<file path="src/rtl/job_dispatcher.sv">
// Job/solution host transmitter: streams midstate + header words to the miner core and collects its nonce.
// Optional SOL_SYNC_EN: pass sol_claim/out_data through a 2-flop synchronizer.
module job_dispatcher #(
  parameter int MID_WORDS      = 8,
  parameter int HEAD_WORDS     = 16,
  parameter int TIMEOUT_CYCLES = 1048576,
  parameter int TO_W           = 21
) (
  input  logic                      clk,
  input  logic                      rst,
  input  logic                      job_valid,
  output logic                      job_ready,
  input  logic [32*MID_WORDS-1:0]   job_mid,
  input  logic [32*HEAD_WORDS-1:0]  job_head,
  input  logic                      abort,
  output logic                      start_found,
  output logic [31:0]               in_data,
  input  logic                      sol_claim,
  input  logic [31:0]               out_data,
  output logic                      sol_response,
  output logic                      res_valid,
  output logic                      res_found,
  output logic [31:0]               res_nonce
);

  localparam int TOT_WORDS = MID_WORDS + HEAD_WORDS;
  localparam int SH_W      = 32 * TOT_WORDS;
  localparam int CNT_W     = $clog2(TOT_WORDS + 1);
  localparam logic [CNT_W-1:0] CNT_MID  = CNT_W'(MID_WORDS);
  localparam logic [CNT_W-1:0] CNT_TOT  = CNT_W'(TOT_WORDS);
  localparam logic [TO_W-1:0]  TO_LAST  = TO_W'(TIMEOUT_CYCLES - 1);

  typedef enum logic [2:0] {IDLE, START, MID, HEAD, WAIT, ACK} state_t;

  state_t            state, state_n;
  logic [CNT_W-1:0]  cnt, cnt_n;
  logic [TO_W-1:0]   tcnt, tcnt_n;
  logic [SH_W-1:0]   shreg;
  logic              load, shift;
  logic              start_n, resp_n, rv_n, rf_n;
  logic [31:0]       data_n, nonce_n;
  logic              claim;
  logic [31:0]       nonce;

`ifdef SOL_SYNC_EN
  logic        claim_p0, claim_p1;
  logic [31:0] nonce_p0, nonce_p1;

  // Synchronizer stages p0 -> p1 for the claim and its nonce
  always_ff @(posedge clk) begin
    if (rst) begin
      claim_p0 <= 1'b0;
      claim_p1 <= 1'b0;
    end else begin
      claim_p0 <= sol_claim;
      claim_p1 <= claim_p0;
    end
  end

  always_ff @(posedge clk) begin
    nonce_p0 <= out_data;
    nonce_p1 <= nonce_p0;
  end

  assign claim = claim_p1;
  assign nonce = nonce_p1;
`else
  assign claim = sol_claim;
  assign nonce = out_data;
`endif

  always_ff @(posedge clk) begin
    if (rst) state <= IDLE;
    else     state <= state_n;
  end

  // Outputs are computed for the next state and registered on the same edge.
  always_comb begin
    state_n = state;
    cnt_n   = cnt;
    tcnt_n  = tcnt;
    load    = 1'b0;
    shift   = 1'b0;
    start_n = 1'b0;
    resp_n  = 1'b0;
    rv_n    = 1'b0;
    rf_n    = 1'b0;
    data_n  = 32'h0;
    nonce_n = res_nonce;
    case (state)
      IDLE: begin
        if (job_valid && job_ready && !abort) begin
          state_n = START;
          load    = 1'b1;
          start_n = 1'b1;
          cnt_n   = '0;
        end
      end
      START: begin
        state_n = MID;
        data_n  = shreg[SH_W-1 -: 32];
        shift   = 1'b1;
        cnt_n   = CNT_W'(1);
      end
      MID: begin
        data_n = shreg[SH_W-1 -: 32];
        shift  = 1'b1;
        cnt_n  = cnt + 1'b1;
        if (cnt == CNT_MID) state_n = HEAD;
      end
      HEAD: begin
        if (cnt == CNT_TOT) begin
          state_n = WAIT;
          tcnt_n  = '0;
        end else begin
          data_n = shreg[SH_W-1 -: 32];
          shift  = 1'b1;
          cnt_n  = cnt + 1'b1;
        end
      end
      WAIT: begin
        tcnt_n = tcnt + 1'b1;
        if (claim) begin
          state_n = ACK;
          nonce_n = nonce;
          resp_n  = 1'b1;
        end else if (tcnt == TO_LAST) begin
          state_n = IDLE;
          rv_n    = 1'b1;
          nonce_n = 32'h0;
        end
      end
      ACK: begin
        if (claim) begin
          resp_n = 1'b1;
        end else begin
          state_n = IDLE;
          rv_n    = 1'b1;
          rf_n    = 1'b1;
        end
      end
      default: state_n = IDLE;
    endcase
    // Abort overrides claim and timeout and suppresses any result.
    if (abort && state != IDLE) begin
      state_n = IDLE;
      shift   = 1'b0;
      start_n = 1'b0;
      resp_n  = 1'b0;
      rv_n    = 1'b0;
      rf_n    = 1'b0;
      data_n  = 32'h0;
      nonce_n = res_nonce;
    end
  end

  always_ff @(posedge clk) begin
    if (rst) begin
      cnt          <= '0;
      tcnt         <= '0;
      job_ready    <= 1'b1;
      start_found  <= 1'b0;
      sol_response <= 1'b0;
      res_valid    <= 1'b0;
      res_found    <= 1'b0;
      in_data      <= 32'h0;
      res_nonce    <= 32'h0;
    end else begin
      cnt          <= cnt_n;
      tcnt         <= tcnt_n;
      job_ready    <= (state_n == IDLE);
      start_found  <= start_n;
      sol_response <= resp_n;
      res_valid    <= rv_n;
      res_found    <= rf_n;
      in_data      <= data_n;
      res_nonce    <= nonce_n;
    end
  end

  // Word shift register: MSW of the midstate leaves first, header follows.
  always_ff @(posedge clk) begin
    if (load)       shreg <= {job_mid, job_head};
    else if (shift) shreg <= {shreg[SH_W-33:0], 32'h0};
  end

endmodule
</file>
<file path="config.mk">
export PLATFORM = sky130hd
export DESIGN_NAME = job_dispatcher
export DESIGN_NICKNAME = d
export VERILOG_FILES = /design/src/rtl/job_dispatcher.sv
export SDC_FILE = /design/constraint.sdc
export NUM_CORES = 2
export LEC_CHECK = 0
export ABC_AREA = 1
export CAP_MARGIN = 20
export CELL_PAD_IN_SITES_DETAIL_PLACEMENT = 2
export CELL_PAD_IN_SITES_GLOBAL_PLACEMENT = 2
export CORE_UTILIZATION = 27
export CTS_CLUSTER_SIZE = 24
export DETAILED_ROUTE_END_ITERATION = 12
export HOLD_SLACK_MARGIN = 0.12
export PLACE_DENSITY_LB_ADDON = 0.1
export SLEW_MARGIN = 10
export SYNTH_ARGS = -nofsm -noshare
export SYNTH_HDL_FRONTEND = slang
export SYNTH_SLANG_ARGS = --single-unit
</file>
<file path="constraint.sdc">
create_clock -name clk -period 65 [get_ports clk]
set_input_delay 13 -clock clk [delete_from_list [all_inputs] [get_ports clk]]
set_output_delay 13 -clock clk [all_outputs]
set_load 0.02 [all_outputs]
</file>
==> impl_table.tex <==
\begin{tabular}{lr}
\hline
Metric & Value \\
\hline
\multicolumn{2}{l}{\textbf{Critical path}} \\
Critical-path maximum fanout & 77 \\
Destination of the critical timing path & shreg[552] \\
Destination of the worst register-to-register timing path & shreg[552] \\
Sum of buffers and inverters on the critical path & 4 \\
Data required time at the worst endpoint & 65.32 ns \\
Minimum setup slack among reg-to-reg paths & 59.78 ns \\
Slowest Stage Delay on Critical Path & 0.90 ns \\
Count of cells along the worst register-to-register path & 13 \\
Critical path's top delay family & buffers and inverters \\
Worst setup EP type & register \\
WP depth & 7 \\
Worst setup SP type & input pin \\
Start point of the critical path & abort \\
Arrival time of data at the critical path endpoint & 17.73 ns \\
CP dominant cell by count & buf\_4 \\
Library cell contributing the largest single delay on the critical path & buf\_4 \\
Ordered list of cells on the worst path & clkdlybuf4s50\_1 > nor2\_1 > nand3\_4 > o21ai\_4 > buf\_4 > buf\_4 > buf\_4 \\
Source of the worst register-to-register timing path & cnt[0] \\
Startpoint-to-endpoint class of the critical path & input pin to register \\
\multicolumn{2}{l}{\textbf{Job}} \\
Count of max-cap constraint violations & 0 \\
\multicolumn{2}{l}{\textbf{Finish}} \\
Storage cell area & 25,000 sq um \\
Area growth from synthesis to final layout & 37.2\% \\
Share of cells above drive strength 1 & 3.99\% \\
Final core utilization & 37.5\% \\
Filler cells & 14,600 \\
Multi-input gate area & 10,300 sq um \\
Post-route design area & 50,300 sq um \\
Net count, final & 5,476 \\
\multicolumn{2}{l}{\textbf{Floorplanning}} \\
Std-Cell Rows & 134 \\
Die footprint & 137,000 sq um \\
Initial Util & 27.3\% \\
Die Ht & 370 microns \\
Core box area & 134,000 sq um \\
Die W & 370 microns \\
I/O pin cnt & 874 \\
\multicolumn{2}{l}{\textbf{Route}} \\
Overall routed net length & 144,000 microns \\
Total number of vias & 29,200 \\
Post-route antenna net violation count & 0 \\
Detailed-route wire length per cell & 22.0 microns \\
DRC & 0 \\
Drt via density & 4.46 \\
Violation count after the first detailed-route iteration & 1,610 \\
1st-pass router iterations & 5 \\
\multicolumn{2}{l}{\textbf{Logic synthesis}} \\
Gate Count Post-Synth & 3,847 \\
Sequential cell area fraction in the yosys report & 68.3\% \\
Count of yosys warnings during synthesis & 0 \\
Synthesized cell area & 36,700 sq um \\
Flip-flop and latch count after synthesis & 866 \\
Mean post-synth cell area & 9.53 sq um \\
Number of distinct library cell variants in the gate-level netlist after synthesis & 23 \\
Synthesized net count & 4,655 \\
\multicolumn{2}{l}{\textbf{Global route}} \\
GRT Overall Usage & 20.5\% \\
Wire length of the first global-routing pass & 205,000 microns \\
Initial antenna violation count & 117 \\
Total global routing overflow & 0 \\
Pin count of the biggest net entering global routing & 186 \\
Vias in the first global route & 31,300 \\
\multicolumn{2}{l}{\textbf{Timing}} \\
Setup TNS Final & 0 ns \\
Setup repair after global routing missed its margin & no \\
Final setup skew & 0.0306 ns \\
Hold WS & 0.470 ns \\
Fmax & 57.4 MHz \\
Hold Vio Cnt, Final & 0 \\
Slew Viols, Final & 0 \\
Count of endpoints failing setup in the final report & 0 \\
Worst slew slack as a fraction of its limit & 29.5\% \\
Post-route clock period utilization & 26.8\% \\
Fin crit period & 17.41 ns \\
Worst Slack Setup Final & 47.59 ns \\
Pin slew with the least headroom to its limit & 1.06 ns \\
\multicolumn{2}{l}{\textbf{Clock tree}} \\
Post-cts hold buffer count & 0 \\
Number of gates resized after CTS & 0 \\
Post-CTS setup-driven buffer insertion count & 0 \\
Worst-skew pair later-pin latency & 0.72 ns \\
CTS clock-pin slew for the worst setup and hold paths & 0.05 ns \\
TritonCTS clock tree & built \\
CTS sink cnt & 866 \\
Number of clock buffers inserted by TritonCTS & 107 \\
Maximum buffer depth of the clock tree & 3 \\
Cell at the root of the clock tree & clkbuf\_16 \\
CTS H-Tree Depth & 3 \\
\multicolumn{2}{l}{\textbf{Min path}} \\
Hold Startpoint & shreg[748] \\
Worst Hold Class & register to register \\
\multicolumn{2}{l}{\textbf{Placed design}} \\
Post-place instance area & 46,900 sq um \\
Routability cong. & 0.795 \\
Sum of net half-perimeters after detailed placement & 105,000 microns \\
Dpl ws & 46.72 ns \\
Count of buffers from port buffering & 873 \\
\multicolumn{2}{l}{\textbf{Status}} \\
Outcome & complete, no violations \\
\multicolumn{2}{l}{\textbf{Pwr}} \\
Pwr per Cell Area & 29.2 nW/um\^{}2 \\
Largest voltage drop on the vdd net & 0.0000207 V \\
Leakage power figure & 20.7 nW \\
\hline
\end{tabular}
[state kept, by name, summed over array words and instances (netlist names), 3 cells and up]
name / count
in_data: 32
shreg: 768
res_nonce: 32
tcnt: 21
state: 3
cnt: 5
[per-layer routing]
layer,track usage [%],vias to the layer above,part of all wire (%)
met4,7.15,138,3.1
met3,8.47,322,8.6
met5,0,-,0.61
met2,35.0,789,49
li1,-,14000,-
met1,22.9,14000,38
[cell type report]
type                            count  share of cell area (%)
Multi-Input combinational cell   2679                    20.4
Inverter                          108                   0.821
Antenna cell                       40                   0.199
Clock buffer                      146                    5.76
Sequential cell                   866                    49.8
Timing Repair Buffer              906                    17.9
Tap cell                         1768                    4.40
Clock inverter                     51                   0.709
[synth_stat cells]
library cell | number | area, sq um
inv_2 | 2 | 7.51
nor2_2 | 4 | 25.0
buf_4 | 4 | 30.0
edfxtp_1 | 768 | 23100
a211oi_1 | 1 | 7.51
nand2_1 | 2425 | 9100
nand2_2 | 2 | 12.5
buf_2 | 166 | 831
nand3_1 | 54 | 270
nor3_1 | 4 | 20.0
clkbuf_1 | 21 | 78.8
nor3b_1 | 1 | 7.51
nand4_1 | 2 | 12.5
xor2_1 | 1 | 8.76
nor2_1 | 138 | 518
nor3_2 | 1 | 10.0
nand3_2 | 1 | 10.0
o21ai_0 | 18 | 90.1
ha_1 | 3 | 37.5
a21oi_1 | 24 | 120
dfxtp_1 | 98 | 1960
inv_1 | 106 | 398
buf_6 | 3 | 33.8
[power by group]
group	leakage, nW	switching (mW)	internal (mW)
clock network	1.59	0.247	0.322
registers	8.04	0.0179	0.686
logic	11.1	0.115	0.0776
total	20.7	0.380	1.09
[through the flow]
| step | std cells | total power, mW |
|---|---|---|
| 6_report | 6564 | 1.47 |
| 5_1_grt | 6546 | 1.53 |
| 4_1_cts | 6524 | 1.49 |
| 3_5_place_dp | 6327 | 0.915 |
| 3_3_place_gp | 6327 | 0.909 |
| 2_1_floorplan | 3847 | 0.884 |
[logic make-up after synthesis]
| group | share of synthesized area [%] |
|---|---|
| flops | 68.3 |
| xor+xnor | 0.0239 |
| fa+ha+maj | 0.102 |
| buf+inv | 3.76 |
| simple gates | 27.2 |
| compound gates | 0.594 |
[worst min-delay path by stage]
stage               cells after the start           to  slack, ns
floorplan                               2  in_data[11]       0.44
global placement                        2  in_data[14]       0.45
detailed placement                      2  in_data[12]       0.46
CTS                                     2  in_data[12]       0.48
global route                            2  in_data[12]       0.50
finish                                  2  in_data[12]       0.47
[layout by cell type, fill, tap and decap left out, drive strengths merged]
| cell type | n |
|---|---|
| a211oi | 1 |
| a21oi | 24 |
| clkdlybuf4s50 | 873 |
| dfxtp | 98 |
| clkbuf | 146 |
| o21ai | 18 |
| nand4 | 2 |
| ha | 3 |
| bufinv | 3 |
| xor2 | 1 |
| buf | 33 |
| nand2 | 2427 |
| clkinv | 43 |
| nor3b | 1 |
| diode | 40 |
| nor2 | 142 |
| clkinvlp | 3 |
| inv | 110 |
| nand3 | 55 |
| edfxtp | 768 |
| nor3 | 5 |
[tightest hold or removal path: cells and delay by family (launching register included)]
| kind | cells | cell delay (ns) |
|---|---|---|
| DFF | 1 | 0.32 |
| and+or+nand+nor | 2 | 0.12 |
Power figures use the tool's default switching activity.
